**config.mk**
```make
export PLATFORM = sky130hd
export DESIGN_NAME = timer_controller
export DESIGN_NICKNAME = d
export VERILOG_FILES = /design/src/rtl/timer_controller.sv
export SDC_FILE = /design/constraint.sdc
export NUM_CORES = 1
export LEC_CHECK = 0
export CAP_MARGIN = 20
export CORE_MARGIN = 8
export CORE_UTILIZATION = 40
export DETAILED_ROUTE_END_ITERATION = 10
export GPL_TIMING_DRIVEN = 0
export PLACE_DENSITY = 0.66
export SLEW_MARGIN = 20
export SYNTH_ARGS = -nofsm -noshare
export SYNTH_HDL_FRONTEND = slang
export SYNTH_SLANG_ARGS = --single-unit
```
**constraint.sdc**
```tcl
create_clock -name clk -period 2.45 [get_ports clk]
set_input_delay 0.3675 -clock clk [delete_from_list [all_inputs] [get_ports clk]]
set_output_delay 0.3675 -clock clk [all_outputs]
set_load 0.01 [all_outputs]
```
**src/rtl/timer_controller.sv**
```systemverilog
// timer_controller: sequences the countdown Timer (load, run, pause, abort),
// tracks remaining seconds from the Timer's 1-second pulses and reports
// low-time warning and expiry. Every output comes straight from a flop.
//
// state    | meaning
// ---------+----------------------------------------------------------
// IDLE     | waiting for start; Timer disabled
// LOAD     | one-cycle reconfig pulse so the Timer picks up timer_mode
// RUN      | Timer enabled; each timeout_1sec takes one second off
// PAUSE    | Timer disabled; seconds_left frozen until pause again
// EXPIRED  | countdown reached 0; waits for a new start or abort
module timer_controller #(
  parameter int PRESET0   = 10,
  parameter int PRESET1   = 30,
  parameter int PRESET2   = 60,
  parameter int PRESET3   = 99,
  parameter int WARN_SECS = 5
) (
  input  logic       clk,
  input  logic       rst,
  input  logic       start,
  input  logic       pause,
  input  logic       abort,
  input  logic [1:0] mode_sel,
  input  logic       timeout_1sec,
  output logic       timer_enable,
  output logic       timer_reconfig,
  output logic [1:0] timer_mode,
  output logic [6:0] seconds_left,
  output logic       busy,
  output logic       warn,
  output logic       done,
  output logic       expired,
  output logic [2:0] state
);

  typedef enum logic [2:0] {
    S_IDLE    = 3'd0,
    S_LOAD    = 3'd1,
    S_RUN     = 3'd2,
    S_PAUSE   = 3'd3,
    S_EXPIRED = 3'd4
  } state_t;

  // The two-digit display cannot show more than 99 seconds.
  localparam int P0_C = (PRESET0 > 99) ? 99 : ((PRESET0 < 0) ? 0 : PRESET0);
  localparam int P1_C = (PRESET1 > 99) ? 99 : ((PRESET1 < 0) ? 0 : PRESET1);
  localparam int P2_C = (PRESET2 > 99) ? 99 : ((PRESET2 < 0) ? 0 : PRESET2);
  localparam int P3_C = (PRESET3 > 99) ? 99 : ((PRESET3 < 0) ? 0 : PRESET3);
  localparam int W_C  = (WARN_SECS > 99) ? 99 : ((WARN_SECS < 0) ? 0 : WARN_SECS);

  localparam logic [6:0] P0     = 7'(P0_C);
  localparam logic [6:0] P1     = 7'(P1_C);
  localparam logic [6:0] P2     = 7'(P2_C);
  localparam logic [6:0] P3     = 7'(P3_C);
  localparam logic [6:0] WARN_L = 7'(W_C);

  state_t     state_q;
  state_t     state_nxt;
  logic [6:0] secs_nxt;
  logic [1:0] mode_nxt;
  logic [6:0] preset_sel;
  logic       warn_nxt;
  logic       done_nxt;

  // Preset lookup for the requested mode.
  always_comb begin
    preset_sel = P0;
    case (mode_sel)
      2'b00:   preset_sel = P0;
      2'b01:   preset_sel = P1;
      2'b10:   preset_sel = P2;
      default: preset_sel = P3;
    endcase
  end

  // Next-state and next-count logic; priority abort > start > pause > timeout.
  always_comb begin
    state_nxt = state_q;
    secs_nxt  = seconds_left;
    mode_nxt  = timer_mode;
    if (abort) begin
      state_nxt = S_IDLE;
    end else begin
      case (state_q)
        S_IDLE, S_EXPIRED: begin
          if (start) begin
            state_nxt = S_LOAD;
            mode_nxt  = mode_sel;
            secs_nxt  = preset_sel;
          end
        end
        S_LOAD: begin
          state_nxt = (seconds_left == 7'd0) ? S_EXPIRED : S_RUN;
        end
        S_RUN: begin
          if (pause) begin
            state_nxt = S_PAUSE;
          end else if (timeout_1sec) begin
            // Treat 0 like 1 so the count can never wrap.
            if (seconds_left <= 7'd1) begin
              secs_nxt  = 7'd0;
              state_nxt = S_EXPIRED;
            end else begin
              secs_nxt = seconds_left - 7'd1;
            end
          end
        end
        S_PAUSE: begin
          if (pause) state_nxt = S_RUN;
        end
        default: state_nxt = S_IDLE;
      endcase
    end
  end

  // Derived outputs are computed from the next state so they flop in step with it.
  always_comb begin
    warn_nxt = ((state_nxt == S_RUN) || (state_nxt == S_PAUSE)) &&
               (secs_nxt != 7'd0) && (secs_nxt <= WARN_L);
    done_nxt = (state_nxt == S_EXPIRED) && (state_q != S_EXPIRED);
  end

  // State register.
  always_ff @(posedge clk) begin
    if (rst) state_q <= S_IDLE;
    else     state_q <= state_nxt;
  end

  // Registered outputs and countdown value.
  always_ff @(posedge clk) begin
    if (rst) begin
      timer_enable   <= 1'b0;
      timer_reconfig <= 1'b0;
      timer_mode     <= 2'b00;
      seconds_left   <= 7'd0;
      busy           <= 1'b0;
      warn           <= 1'b0;
      done           <= 1'b0;
      expired        <= 1'b0;
    end else begin
      timer_enable   <= (state_nxt == S_RUN);
      timer_reconfig <= (state_nxt == S_LOAD);
      timer_mode     <= mode_nxt;
      seconds_left   <= secs_nxt;
      busy           <= (state_nxt == S_LOAD) || (state_nxt == S_RUN) ||
                        (state_nxt == S_PAUSE);
      warn           <= warn_nxt;
      done           <= done_nxt;
      expired        <= (state_nxt == S_EXPIRED);
    end
  end

  assign state = state_q;

endmodule

```
==> flow_summary.toml, run 1 <==
[timing]
min_period_ns = 2.08
final_max_slew_viol_count = 0
slew_headroom_pct = 59.0
tightest_slew_ns = 0.606
setup_violations = 0
hold-worst-slack_ns = 0.454
finalHoldViolCount = 0
max_freq_mhz = 480
fin_skew_ns = 0.0131
tns_ns = 0
rsz0062_at_grt = "false"
fin_crit_sh_pct = 85.0

[clock_tree]
ctsResizeCount = 0
cts_tree = "yes"
h-tree-depth = 1
path_clk_slew_ns = 0.12
clkLatencyLatePin_ns = 0.31
cts_setup_buffers = 0
cts_sinks = 18
cts_buffer_depth = 2
cts_hold_buf = 0
cts_buffers = 3
clock-root-buffer = "clkbuf_4"

[yosys]
ys_ff_latch = 18
synth.area.top_cells = "dfxtp_1, nor2_1, ha_1, a21oi_1, nand2_1"
synth_top_cell_area_share_pct = 31.4
synth_edf_count = 0
synthArstFlopShare_pct = 0
synthFlopType = "dfxtp_1"
yosysWarnings = 0
yosysUniqueCellTypes = 53
syn_area_mm2 = 0.00115
avgSynthCellArea_um2 = 8.45
synth_area_leader_cell = "dfxtp_1"
synth_nets = 149
ys_seq_area_share_pct = 31.4
netlist_top_cells_count = "dfxtp_1, nor2_1, a21oi_1, nand2_1, inv_1"
synthCells = 136
synth_most_common_cell = "dfxtp_1"

[critical_path]
crit_path_end_kind = "flop"
timing.reg2reg.setup_slack_ns = 0.40
cp.required_ns = 2.68
r2r_start = "seconds_left[3]"
cp_slowest_stage_delay_ns = 0.61
cp_slowest_cell = "nor4b_1"
ff2ff_path_depth = 6
crit_arrival_ns = 2.31
cp_cell_sequence = "clkdlybuf4s50_1 > nor4b_1 > o2111ai_1 > and3_4 > nor4bb_1 > nor4_1"
worst_setup_path_start_kind = "primary input"
path_max_fanout = 7
reg2reg_to = "warn"
critPathKind = "in2reg"

[global_route]
overflow = 0
antenna_found_initial = 0
grt_pass1_vias = 1158
grt_pass1_wl_mm = 5.37
grt_max_degree = 11
grt_usage_pct = 13.1

[floorplan]
fp.coreArea_mm2 = 0.00273
io_pins = 26
rows = 19
start_util_pct = 42.0
dieArea_mm2 = 0.00484
dieWidth_um = 69.6
die_y_um = 69.6

[power]
ir_drop_mv = 0.293
p_total_w = 0.000679
p_leak_nw = 0.536
power_density_mw_per_mm2 = 463

[min_path]
hold_depth = 2
min-delay-start = "rst"
hold_class = "in2reg"
hold_end = "seconds_left[1]"

[route]
first_pass_iters = 4
vias = 1122
drcViolationCount = 0
ant_nets = 0
wl_per_cell_um = 15.3
viasPerCell = 5.75
drt_first_iter_violations = 66
wl_mm = 2.99

[place]
io_buffers = 24
dpl.hpwl_mm = 2.28
place_inst = 191
gp_congestion = 0.877

[finish]
drive_gt1_share_pct = 12.8
final_cells = 195
area_growth_pct = 27.5
antenna_cells = 0
fillers = 267
finish.net_count = 178
finish.utilization_pct = 53.5

[flow_run]
drv_cap = 0

[outcome]
status = "complete, no violations"
==> how the worst max path moves through the flow <==
stage,start,endpoint
final,abort,warn
after global routing,state[1],warn
after CTS,abort,warn
after detailed placement,abort,warn
after global placement,abort,warn
after floorplan,seconds_left[3],warn
==> final cells by class <==
| type | count | area (um2) | share of cell area (%) |
|---|---|---|---|
| Sequential cell | 18 | 360 | 24.6 |
| Clock buffer | 4 | 36.3 | 2.48 |
| Buffer | 7 | 32.5 | 2.22 |
| Inverter | 9 | 33.8 | 2.31 |
| Tap cell | 31 | 38.8 | 2.65 |
| Timing Repair Buffer | 24 | 240 | 16.4 |
| Multi-Input combinational cell | 102 | 722 | 49.3 |
==> stage by stage <==
step	instance area [um2]	worst slack [ns]
after floorplan	1150	0.605
after global placement	1430	0.0441
after detailed placement	1430	0.0729
after CTS	1460	0.374
after global routing	1460	0.166
final	1460	0.368
==> worst max-delay path, delay by kind of cell <==
kind                   cells  cell delay [ns]
AOI/OAI and AO/OA          1             0.20
buffers and inverters      1             0.54
and+or+nand+nor            4             1.20
==> kinds of logic (layout without fill, tap and decap cells) <==
group | Yosys count | after routing | synth area share (%)
AND/OR/NAND/NOR | 58 | 58 | 31.6
AO/OA/AOI/OAI | 37 | 37 | 24.1
flip-flops | 18 | 18 | 31.4
buffers and inverters | 16 | 44 | 5.77
adder cells (fa/ha/maj) | 5 | 5 | 5.45
XOR/XNOR | 1 | 1 | 0.763
multiplexers | 1 | 1 | 0.980
==> power by group <==
part / switching [W] / total [W] / internal [W]
Clock: 0.000101 / 0.000191 / 0.0000908
Combinational: 0.0000898 / 0.000169 / 0.0000790
Sequential: 0.0000129 / 0.000318 / 0.000305
==> flip-flops by register name (all words and copies together) (netlist names) <==
signal	flops
seconds_left	7
state	3
timer_mode	2
busy	1
done	1
expired	1
timer_enable	1
timer_reconfig	1
warn	1
==> cells in the final DEF, fill, tap and decap left out, types with 2 or more instances in the layout <==
cell type	instances
o21ai_1	2
a32oi_1	2
nor4b_1	2
o2111ai_1	2
a31oi_1	3
a21oi_1	9
nor4_1	3
nor3b_1	3
clkdlybuf4s50_1	24
a211o_1	3
ha_1	5
nand2_1	9
clkbuf_4	3
dfxtp_1	18
clkbuf_1	3
nand3b_1	2
nor2_1	17
o21ai_0	4
nor3_1	4
nand3_2	2
inv_1	8
buf_2	2
==> routing by layer <==
| metal | up-vias | part of all wire [%] | track usage, % |
|---|---|---|---|
| met1 | 514 | 45 | 15.8 |
| li1 | 568 | - | - |
| met2 | 29 | 44 | 19.2 |
| met4 | 0 | 3.5 | 8.43 |
| met3 | 11 | 7.3 | 4.43 |
| met5 | - | 0 | 0 |
Note: power is estimated with default switching activity, not from simulation.
==> inputs of run 2 (changes only) <==
Settings changed: PLACE_DENSITY 0.66 to 0.68.
Clock period 2.45 ns to 1.9 ns, I/O delays scaled along.
==> run 2 against run 1 <==
Against the previous run: worst hold slack got worse by 0.077 ns; core utilization is 5.6 points higher; critical path depth is 1 lower; first-iteration DRC count is 3.0% higher.
==> flow_summary.toml, run 2 (synthesis gave the netlist of run 1 again) <==
[floorplan]
rows = 19
dieWidth_um = 69.6
fp.coreArea_mm2 = 0.00273
die_y_um = 69.6
dieArea_mm2 = 0.00484
start_util_pct = 42.0
io_pins = 26

[finish]
multi_input_comb_area_um2 = 825
seq_area_um2 = 375
area_growth_pct = 40.7
finish.net_count = 179
final_cell_mix = "clkdlybuf4s50_1, nor2_1, dfxtp_1"
antenna_cells = 0
largest_register_ffs = 7
largest-register = "seconds_left"
final_common_cell = "clkdlybuf4s50_1"
fillers = 242
finish.utilization_pct = 59.1
drive_gt1_share_pct = 25.5

[critical_path]
path_max_fanout = 8
crit_arrival_ns = 2.08
cp.required_ns = 2.12
reg2reg_to = "warn"
ff2ff_path_depth = 5
crit_path_end_kind = "flop"
timing.reg2reg.setup_slack_ns = 0.04
r2r_start = "state[1]"
worst_setup_path_start_kind = "flop"
critPathKind = "reg2reg"
crit_end = "warn"
critPathLaunch = "state[1]"

[timing]
setup_violations = 0
rsz0062_at_grt = "true"
max_freq_mhz = 537
slew_headroom_pct = 67.3
fin_skew_ns = 0.00359
fin_crit_sh_pct = 98.0
finalHoldViolCount = 0
final_max_slew_viol_count = 0
min_period_ns = 1.86
hold-worst-slack_ns = 0.378
tightest_slew_ns = 0.490

[global_route]
grt_max_degree = 11
grt_usage_pct = 13.3
grt_pass1_wl_mm = 5.37
grt_pass1_vias = 1141
overflow = 0
antenna_found_initial = 0

[power]
ir_drop_mv = 0.485
p_leak_nw = 0.598
power_density_mw_per_mm2 = 571

[clock_tree]
cts_sinks = 18
clock-root-buffer = "clkbuf_4"
h-tree-depth = 1
cts_hold_buf = 0
cts_buffer_depth = 2
path_clk_slew_ns = 0.11
cts_buffers = 3
cts_tree = "yes"
clkLatencyLatePin_ns = 0.31

[route]
first_pass_iters = 4
viasPerCell = 6.05
vias = 1185
drcViolationCount = 0
drt_first_iter_violations = 68
wl_per_cell_um = 16.8
wl_mm = 3.28
ant_nets = 0

[place]
gp_congestion = 0.866
dpl.hpwl_mm = 2.39
io_buffers = 24

[flow_run]
drv_cap = 0

[outcome]
status = "complete, no violations"

[min_path]
hold_class = "in2reg"
==> run 2: cell types whose count changed in the layout (fill, tap and decap cells not counted), sizes merged <==
cell	delta
dlymetal6s2s	+1
dlygate4sd2	+2
clkdlybuf4s50	-3
clkbuf	-2
buf	+3
==> run 2: layout make-up <==
class / count / area share [%]
multi-input combinational: 102 / 51.0
sequential: 18 / 23.2
timing repair buffer: 27 / 16.3
buffer: 5 / 2.79
tap: 31 / 2.40
clock buffer: 4 / 2.24
inverter: 9 / 2.09
==> run 2: timing repair <==
| item | in CTS | in global routing |
|---|---|---|
| setup endpoints to repair | 1 | 3 |
| pin swaps | 3 | 7 |
| resized for setup | 24 | 14 |
| cloned | 0 | 0 |
| buffers inserted | 2 | 1 |
==> run 2: power breakdown <==
| group | internal, W | switching (W) | leakage [nW] |
|---|---|---|---|
| logic | 0.000128 | 0.000128 | 0.427 |
| registers | 0.000392 | 0.0000239 | 0.150 |
| clock network | 0.000117 | 0.000133 | 0.0210 |
| total | 0.000638 | 0.000285 | 0.598 |
==> run 2: routing by layer <==
layer / vias to the layer above / global-route usage [%] / share of wire [%]
met1: 560 / 14.9 / 41
met4: 0 / 4.56 / 1.9
met5: - / 0 / 0
met3: 9 / 5.58 / 9.0
met2: 49 / 21.9 / 48
li1: 567 / - / -
==> run 2: how the worst min path moves through the flow <==
stage	cells after the start	start	end	slack (ns)
2_1_floorplan	2	mode_sel[0]	timer_mode[0]	0.42
3_3_place_gp	2	timer_mode[0]	timer_mode[0]	0.44
3_5_place_dp	2	timer_mode[1]	timer_mode[1]	0.45
4_1_cts	2	rst	seconds_left[0]	0.37
5_1_grt	2	rst	seconds_left[2]	0.40
6_report	2	rst	seconds_left[0]	0.38
==> run 2: critical path: stages (launching register included) <==
cell and delay (ns):
dfxtp_4 0.39, or4b_2 0.75, nor2_2 0.17, a221oi_2 0.07, nor4bb_4 0.16, nor4_1 0.22
==> run 2: stage by stage <==
step	setup slack, ns	cells	total power [W]	cell area, um2	setup TNS, ns
final	0.0388	196	0.000923	1620	0
after global routing	-0.0171	196	0.000971	1620	-0.0171
after CTS	0.00663	195	0.000913	1560	0
after detailed placement	-0.429	191	0.000638	1430	-1.78
after global placement	-0.398	191	0.000633	1430	-1.40
after floorplan	0.0552	136	0.000553	1150	0
